`src/rtl/project_types.sv`:
```
// ---------------------------------------------------------------------------
// project_types
// Shared types for the CPU memory path: RAM word/address types, the chip
// enable encoding, the MEM-stage operation set and the mem_access_unit FSM
// states.
// Also provides the small op-classification helpers used by the load/store
// unit.
// ---------------------------------------------------------------------------
package project_types;

    typedef logic [31:0] ram_addr_t;
    typedef logic [31:0] ram_data_t;

    typedef enum logic {
        CHIP_DISABLE = 1'b0,
        CHIP_ENABLE  = 1'b1
    } chip_status_t;

    typedef enum logic [2:0] {
        MEM_LB,
        MEM_LBU,
        MEM_LH,
        MEM_LHU,
        MEM_LW,
        MEM_SB,
        MEM_SH,
        MEM_SW
    } mem_op_t;

    typedef enum logic [1:0] {
        MAU_IDLE,
        MAU_ACCESS,
        MAU_RESP
    } mau_state_t;

    function automatic logic is_store(input mem_op_t op);
        return (op == MEM_SB) || (op == MEM_SH) || (op == MEM_SW);
    endfunction

    function automatic logic is_load(input mem_op_t op);
        return !is_store(op);
    endfunction

    // Halfword accesses need a[0]=0, word accesses need a=0; bytes never fault.
    function automatic logic is_misaligned(input mem_op_t op, input logic [1:0] a);
        case (op)
            MEM_LH, MEM_LHU, MEM_SH: return a[0];
            MEM_LW, MEM_SW:          return a != 2'b00;
            default:                 return 1'b0;
        endcase
    endfunction

endpackage

```
`src/rtl/mem_access_unit_load_align.sv`:
```
// ---------------------------------------------------------------------------
// load_align
// Combinational extraction of a byte or halfword from a big-endian RAM word,
// followed by sign (LB/LH) or zero (LBU/LHU) extension. LW passes the word.
// Ports:
//   data   - raw RAM read word
//   a      - byte offset within the word (addr[1:0])
//   op     - memory operation
//   result - aligned, extended 32-bit load data
// ---------------------------------------------------------------------------
module load_align
    import project_types::*;
(
    input  ram_data_t   data,
    input  logic [1:0]  a,
    input  mem_op_t     op,
    output logic [31:0] result
);

    logic [7:0]  byte_sel;
    logic [15:0] half_sel;

    // NOTE: every combinational output gets a value on every path (defaults
    // or a full case with default) so no latch is inferred.
    always_comb begin
        case (a)
            2'd0:    byte_sel = data[31:24];
            2'd1:    byte_sel = data[23:16];
            2'd2:    byte_sel = data[15:8];
            default: byte_sel = data[7:0];
        endcase

        half_sel = a[1] ? data[15:0] : data[31:16];

        case (op)
            MEM_LB:  result = {{24{byte_sel[7]}}, byte_sel};
            MEM_LBU: result = {24'h0, byte_sel};
            MEM_LH:  result = {{16{half_sel[15]}}, half_sel};
            MEM_LHU: result = {16'h0, half_sel};
            default: result = data;
        endcase
    end

endmodule

```
`src/rtl/mem_access_unit.sv`:
```
// ---------------------------------------------------------------------------
// mem_access_unit
// Load/store initiator between the MEM pipeline stage and the byte-laned,
// big-endian data_ram. One operation at a time: IDLE -> ACCESS (one RAM
// cycle) -> RESP (valid/ready handshake) -> IDLE.
// Build option: `MEM_UNALIGNED_EXC_EN` enables misalignment exceptions; a
// misaligned request then skips the RAM and answers with AdEL/AdES.
// Ports:
//   clk, rst                      - clock, async active-high reset
//   req_valid/req_ready           - request handshake (ready only in IDLE)
//   req_op, req_addr, req_wdata   - operation, byte address, store data
//   rsp_valid/rsp_ready           - response handshake
//   rsp_rdata                     - extended load data (0 for stores)
//   rsp_exc_adel/ades, badvaddr   - misalignment report (0 when disabled)
//   ram_ce/we/sel/addr/wdata      - RAM drive, active only in ACCESS
//   ram_rdata                     - RAM read word, valid during ACCESS
// ---------------------------------------------------------------------------
module mem_access_unit
    import project_types::*;
(
    input  logic         clk,
    input  logic         rst,
    input  logic         req_valid,
    output logic         req_ready,
    input  mem_op_t      req_op,
    input  logic [31:0]  req_addr,
    input  logic [31:0]  req_wdata,
    output logic         rsp_valid,
    input  logic         rsp_ready,
    output logic [31:0]  rsp_rdata,
    output logic         rsp_exc_adel,
    output logic         rsp_exc_ades,
    output logic [31:0]  rsp_badvaddr,
    output chip_status_t ram_ce,
    output logic         ram_we,
    output logic [3:0]   ram_sel,
    output ram_addr_t    ram_addr,
    output ram_data_t    ram_wdata,
    input  ram_data_t    ram_rdata
);

    mau_state_t  state, state_next;
    mem_op_t     op_q;
    logic [31:0] addr_q;
    logic [31:0] wdata_q;
    logic [31:0] rdata_q;
    logic [31:0] load_data;
    logic [3:0]  lane_sel;
    logic [31:0] lane_wdata;
    logic        accept;
    logic        misaligned;

    assign accept = req_valid && req_ready;

`ifdef MEM_UNALIGNED_EXC_EN
    assign misaligned = is_misaligned(req_op, req_addr[1:0]);
`else
    assign misaligned = 1'b0;
`endif

    load_align u_load_align (
        .data   (ram_rdata),
        .a      (addr_q[1:0]),
        .op     (op_q),
        .result (load_data)
    );

    // State register.
    // NOTE: sequential state uses non-blocking assignments so every flop
    // samples pre-edge values regardless of statement order.
    always_ff @(posedge clk or posedge rst) begin
        if (rst) state <= MAU_IDLE;
        else     state <= state_next;
    end

    // Next-state logic.
    always_comb begin
        state_next = state;
        case (state)
            MAU_IDLE:   if (accept) state_next = misaligned ? MAU_RESP : MAU_ACCESS;
            MAU_ACCESS: state_next = MAU_RESP;
            MAU_RESP:   if (rsp_ready) state_next = MAU_IDLE;
            default:    state_next = MAU_IDLE;
        endcase
    end

    // Request capture and response data. rdata is cleared on accept so
    // stores and faulting requests answer with 0.
    always_ff @(posedge clk or posedge rst) begin
        if (rst) begin
            op_q    <= MEM_LB;
            addr_q  <= '0;
            wdata_q <= '0;
            rdata_q <= '0;
        end else begin
            if (accept) begin
                op_q    <= req_op;
                addr_q  <= req_addr;
                wdata_q <= req_wdata;
                rdata_q <= '0;
            end
            if (state == MAU_ACCESS && is_load(op_q)) rdata_q <= load_data;
        end
    end

`ifdef MEM_UNALIGNED_EXC_EN
    logic        exc_adel_q;
    logic        exc_ades_q;
    logic [31:0] badvaddr_q;

    always_ff @(posedge clk or posedge rst) begin
        if (rst) begin
            exc_adel_q <= 1'b0;
            exc_ades_q <= 1'b0;
            badvaddr_q <= '0;
        end else if (accept) begin
            exc_adel_q <= misaligned && is_load(req_op);
            exc_ades_q <= misaligned && is_store(req_op);
            badvaddr_q <= misaligned ? req_addr : 32'h0;
        end
    end

    assign rsp_exc_adel = exc_adel_q;
    assign rsp_exc_ades = exc_ades_q;
    assign rsp_badvaddr = badvaddr_q;
`else
    assign rsp_exc_adel = 1'b0;
    assign rsp_exc_ades = 1'b0;
    assign rsp_badvaddr = 32'h0;
`endif

    // Big-endian lane map: byte offset 0 is lane [31:24] (sel bit 3).
    // Without exception support, misaligned low bits fall through here:
    // halfwords look only at a[1], words always use the full word.
    always_comb begin
        lane_sel   = 4'b1111;
        lane_wdata = wdata_q;
        case (op_q)
            MEM_SB: begin
                lane_sel   = 4'b1000 >> addr_q[1:0];
                lane_wdata = {4{wdata_q[7:0]}};
            end
            MEM_SH: begin
                lane_sel   = addr_q[1] ? 4'b0011 : 4'b1100;
                lane_wdata = {2{wdata_q[15:0]}};
            end
            default: ;
        endcase
    end

    // Outputs. RAM strobes are decoded from the state register, so an
    // asynchronous reset drops them immediately.
    always_comb begin
        req_ready = (state == MAU_IDLE);
        rsp_valid = (state == MAU_RESP);
        rsp_rdata = rdata_q;
        ram_ce    = CHIP_DISABLE;
        ram_we    = 1'b0;
        ram_sel   = 4'b0000;
        ram_addr  = '0;
        ram_wdata = '0;
        if (state == MAU_ACCESS) begin
            ram_ce    = CHIP_ENABLE;
            ram_we    = is_store(op_q);
            ram_sel   = lane_sel;
            ram_addr  = {addr_q[31:2], 2'b00};
            ram_wdata = lane_wdata;
        end
    end

endmodule

```
`config.mk`:
```
export PLATFORM = sky130hd
export DESIGN_NAME = mem_access_unit
export DESIGN_NICKNAME = d
export VERILOG_FILES = /design/src/rtl/project_types.sv /design/src/rtl/mem_access_unit_load_align.sv /design/src/rtl/mem_access_unit.sv
export SDC_FILE = /design/constraint.sdc
export NUM_CORES = 1
export LEC_CHECK = 0
export ABC_AREA = 1
export BUFFER_PORTS_ARGS = -buffer_cell sky130_fd_sc_hd__buf_2
export CORE_ASPECT_RATIO = 2
export CORE_MARGIN = 2
export CORE_UTILIZATION = 52
export CTS_CLUSTER_SIZE = 28
export DETAILED_ROUTE_END_ITERATION = 8
export PLACE_DENSITY = 0.86
export SYNTH_ARGS = -nofsm -noshare
export SYNTH_HDL_FRONTEND = slang
export SYNTH_SLANG_ARGS = --single-unit
```
`constraint.sdc`:
```
create_clock -name clk -period 6.5 [get_ports clk]
set_input_delay 0.975 -clock clk [delete_from_list [all_inputs] [get_ports clk]]
set_output_delay 0.975 -clock clk [all_outputs]
set_load 0.01 [all_outputs]
```
* Word-level counts from Yosys, hierarchy flattened
Index checks and enable logic that the tools add are counted.
** Storage, ports and cells
- Bits in registers :: 101
- Output and inout port bits :: 138
- Bits of input ports :: 103
- Logic and storage cells :: 44
** Cells by class
- Shift operators :: 1
- Multiplexer cells :: 16
- Reduce and logical (&&, ||, !) cells :: 10
- Equal/unequal tests :: 12
** Operators by type and width (count)
- 32-bit two-way mux :: 4
- 32-bit case mux with 4 select lines :: 1
- 32-bit case mux with 2 select lines :: 1
- 8-bit case mux with 3 select lines :: 1
- 16-bit two-way mux :: 1
- 3-bit equality test (second input constant) :: 3
- 4-bit two-way mux :: 2
- 4-bit case mux with 2 select lines :: 1
- 3-bit by 2-bit equality test with 1-bit output (second input constant) :: 2
- 2-bit case mux with 3 select lines :: 1
- 2-bit by 1-bit equality test with 1-bit output (second input constant) :: 2
- 2-bit equality test (second input constant) :: 2
- 2-bit zero test :: 2
- 2-bit two-way mux :: 2
- 2-bit by 1-bit inequality test with 1-bit output (second input constant) :: 2
- 4-bit by 2-bit >> shifter with 4-bit output (first input constant) :: 1
- 3-bit by 1-bit equality test with 1-bit output (second input constant) :: 1
- 3-bit zero test :: 1
- 1-bit logical AND :: 2
- 1-bit logical OR :: 2
- 1-bit two-way mux :: 2
- 2-bit AND reduction :: 1
- 2-bit nonzero test :: 1
- 1-bit zero test :: 1

* Depth between registers and ports, before layout
- Depth after elaboration :: 6
- Gate-level depth with buffers :: 10

* Hierarchy
Synthesis repeated with hierarchy kept, for this count alone.
** Unflattened totals
- Cell total of the unflattened synthesis :: 848
- Area, all modules :: 6160.9 sq um
** Modules (own cells, without submodules)
- mem_access_unit :: cells an instance 658, instances 1, area an instance 5281.3 sq um
- load_align :: cells an instance 190, instances 1, area an instance 879.6 sq um

* Least setup slack after synthesis
No wires, ideal clock.
- Path type :: register -> output
- Start point :: register op_q[1]
- End point :: output port ram_wdata[16]
- Slack :: 4283 ps
- Cell stages (with the launch flop) :: 8
- Data required time :: 5525 ps
- Arrival :: 1242 ps
- Buffers on the path :: 2
- Cells stage by stage :: dfrtp_1 buf_6 inv_6 nand3_1 nand2_1 buf_2 o21ai_0 a21oi_1
** Between the ends
- Cells in the longest elaborated chain, start to end :: 3
- Elaborated cells between the ends (all ways) :: 4
- Classes of those cells :: 2 x eq/ne; 2 x mux
** Ends and longest elaborated chain
- start, declared :: RTL line mem_access_unit.sv:43 : mem_op_t op_q;
- start signal, assigned :: RTL line mem_access_unit.sv:97 : op_q <= req_op;
- 3-bit equality test :: RTL line mem_access_unit.sv:138 : case (op_q)
- 32-bit case mux with 2 select lines (*) :: RTL line mem_access_unit.sv:138
- 32-bit two-way mux (*) :: RTL line mem_access_unit.sv:162 : if (state == MAU_ACCESS) begin
- end, declared :: RTL line mem_access_unit.sv:38 : output ram_data_t ram_wdata,
Every way passes the cells marked *; elsewhere a longest branch is shown, timed or not.

* Worst setup path in the final report
- Start point :: register op_q[1]
- End point :: output port ram_sel[1]
** Between the ends
- Cells in the longest elaborated chain, start to end :: 3
- Elaborated cells between the ends (all ways) :: 4
- Classes of those cells :: 2 x eq/ne; 2 x mux
** Ends and longest elaborated chain
- 3-bit equality test :: RTL line mem_access_unit.sv:138
- 4-bit case mux with 2 select lines (*) :: RTL line mem_access_unit.sv:138
- 4-bit two-way mux (*) :: RTL line mem_access_unit.sv:162
- end, declared :: RTL line mem_access_unit.sv:36 : output logic [3:0] ram_sel,
Marks and branches as above.

==> results.yml <==
outcome:
  status: "finished clean"
die:
  die_x_um: 77.7
  io_pins: 241
  rows: 53
  start_util_pct: 53.6
  fp.coreArea_mm2: 0.0105
  die_h_um: 151
  die-area_mm2: 0.0118
critical_path:
  cp_slowest_cell: "dfrtp_1"
  worstPathRequired_ps: 5520
  crit_type: "flop to output port"
  reg2reg_depth: 8
  worst_path_most_repeated_cell: "nand2_1"
  crit_family: "flip-flops"
  cp_max_fo: 41
  end_kind: "output port"
  path_depth: 9
  crit_arrival_ps: 2300
  cp-start-kind: "flop"
  cp_num_buf_inv: 4
  cpPeakStageDelay_ps: 780
  crit_chain: "inv_6, nor2_2, nand2_1, nand2_1, buf_4, nand2_1, o21ai_0, inv_1, buf_2"
global_routing:
  grt_start_max_net_pins: 112
  grt_pass1_wl_um: 25900
  grt_overflow: 0
  grt_pass1_vias: 5443
  grt_util_all_layers_pct: 28.3
  antenna_found_initial: 2
sta:
  worst_slack_ps: 3230
  hold_viol_final: 0
  rsz0062_at_grt: "no"
  max_freq_mhz: 306
  maxSlewHeadroom_pct: 30.6
  clock_skew_ps: 13.2
  slew_viol_final: 0
  fin_setup_tns_ps: 0
  setup_violations: 0
  tightest_slew_ps: 1040
  layout_min_cycle_time_ps: 3270
  post-route-period-util_pct: 50.4
clocking:
  ctsHoldBuffers: 0
  cts_setup_buffers: 0
  clkLatencyLatePin_ps: 350
  cts_root_buf: "clkbuf_16"
  postCtsResizedCells: 0
  clkSinkCount: 101
  clockBufferDepth: 2
  cts.clk_slew.worst_paths_ps: 70
  cts_inserted_buffers: 9
  cts_tree: "done"
  h-tree-depth: 3
place:
  io_buffers: 204
  dpl_cell_area_mm2: 0.00651
  dp_cells: 1109
  dp_hpwl_um: 12000
  preCtsSetupSlack_ps: 3620
  gp_congestion: 0.969
finish:
  layout_commonest_cell: "nand2_1"
  area_growth_pct: 20.8
  fin_util_pct: 64.8
  final_cell_mix: "292 x nand2_1, 204 x buf_2, 103 x nor2_1"
  final_area_mm2: 0.00683
  fin_nets: 1086
  layout.cells.non_filler: 1126
  drive_above_1_share_pct: 25.7
synthesis:
  yosysSeqAreaShare_pct: 44.7
  async_flop_share_pct: 100
  synth_area_mm2: 0.00566
  syn_area_per_cell_um2: 7.03
  synthCells: 805
  synth-seq-cells: 101
  synth_edf_count: 0
  synth_cell_types: 27
  yosys_warnings: 0
  synth-main-ff-cell: "dfrtp_1"
route:
  vias_per_cell: 5.02
  wire_per_inst_um: 14.4
  drtIter0Drc: 328
  wirelength_um: 16200
  vias: 5656
  drcViolationCount: 0
  antenna_left: 0
  dr.pass1.iters: 5
flow_run:
  max_cap_violations: 0
power_and_ir_drop:
  leakagePower_nw: 4.07
  peakVddDrop_v: 0.000244
  cellPowerDensity_mw_per_mm2: 467
min_path:
  hp-class: "flop to flop"
  hold_depth: 2
## state kept, by name, summed over array words and instances, names as in the netlist
signal / count
addr_q: 32
op_q: 3
rsp_rdata: 32
state: 2
wdata_q: 32
## cell type report
class / instances / area [um^2]
Antenna cell: 2 / 5.00
Clock buffer: 10 / 229
Clock inverter: 5 / 85.1
Fill cell: 967 / 3710
Inverter: 78 / 303
Multi-Input combinational cell: 582 / 2440
Sequential cell: 101 / 2530
Tap cell: 137 / 171
Timing Repair Buffer: 211 / 1070
## path summary, 6_finish.rpt
| check | from | end | slack [ps] |
|---|---|---|---|
| worst max-delay path | op_q[1] | ram_sel[1] | 3230 |
| worst min-delay path | rsp_rdata[23] | rsp_rdata[23] | 480 |
| worst max register to register | op_q[1] | rsp_rdata[5] | 3970 |
| worst min register to register | rsp_rdata[23] | rsp_rdata[23] | 480 |
| max in group asynchronous | rst | wdata_q[26] | 4630 |
| min in group asynchronous | rst | addr_q[29] | 620 |
## power breakdown
group	internal (mW)	total, mW	switching (mW)
Combinational	0.511	1.54	1.03
Clock	0.338	0.571	0.234
Sequential	0.903	1.08	0.176
## synthesized netlist by cell type (2+ instances only)
library cell  number  share of area [%]
a21oi_1           39                3.5
buf_2             22                1.9
buf_4             39                5.2
buf_6              5                1.0
clkbuf_1          12               0.80
clkinv_1           2               0.13
dfrtp_1          101                 45
inv_1             71                4.7
inv_2              3               0.20
nand2_1          292                 19
nand2_2           15                1.7
nand3_1           25                2.2
nor2_1           103                6.8
nor2_2             2               0.22
nor2_4             2               0.40
o21ai_0           29                2.6
o21ai_1           33                2.9
## metrics by stage
step | total power [mW] | hold slack (ps)
3_5_place_dp | 2.63 | 461
4_1_cts | 3.21 | 480
6_report | 3.19 | 479
3_3_place_gp | 2.59 | 457
5_1_grt | 3.47 | 499
2_1_floorplan | 2.21 | 444
## worst min-delay path, cell delays in order, from the launching register on
cell	delay (ps)
dfrtp_1	340
nand2_1	50
nand2_1	60
## metal layers
layer / vias to the layer above / GRT usage (%) / share of wire [%]
li1: 2736 / - / -
met1: 2603 / 29.3 / 34
met2: 274 / 53.0 / 56
met3: 43 / 3.91 / 5.9
met4: 0 / 17.2 / 4.7
met5: - / 0 / 0
## logic make-up (layout without fill, tap and decap cells)
| logic type | Yosys count | in the layout | synth area share, % |
|---|---|---|---|
| flops | 101 | 101 | 44.7 |
| other cells | 1 | 38 | 0.0663 |
| buf+inv | 157 | 304 | 14.6 |
| simple gates | 444 | 444 | 31.6 |
| compound gates | 102 | 102 | 9.07 |
Power figures use the tool's default switching activity.
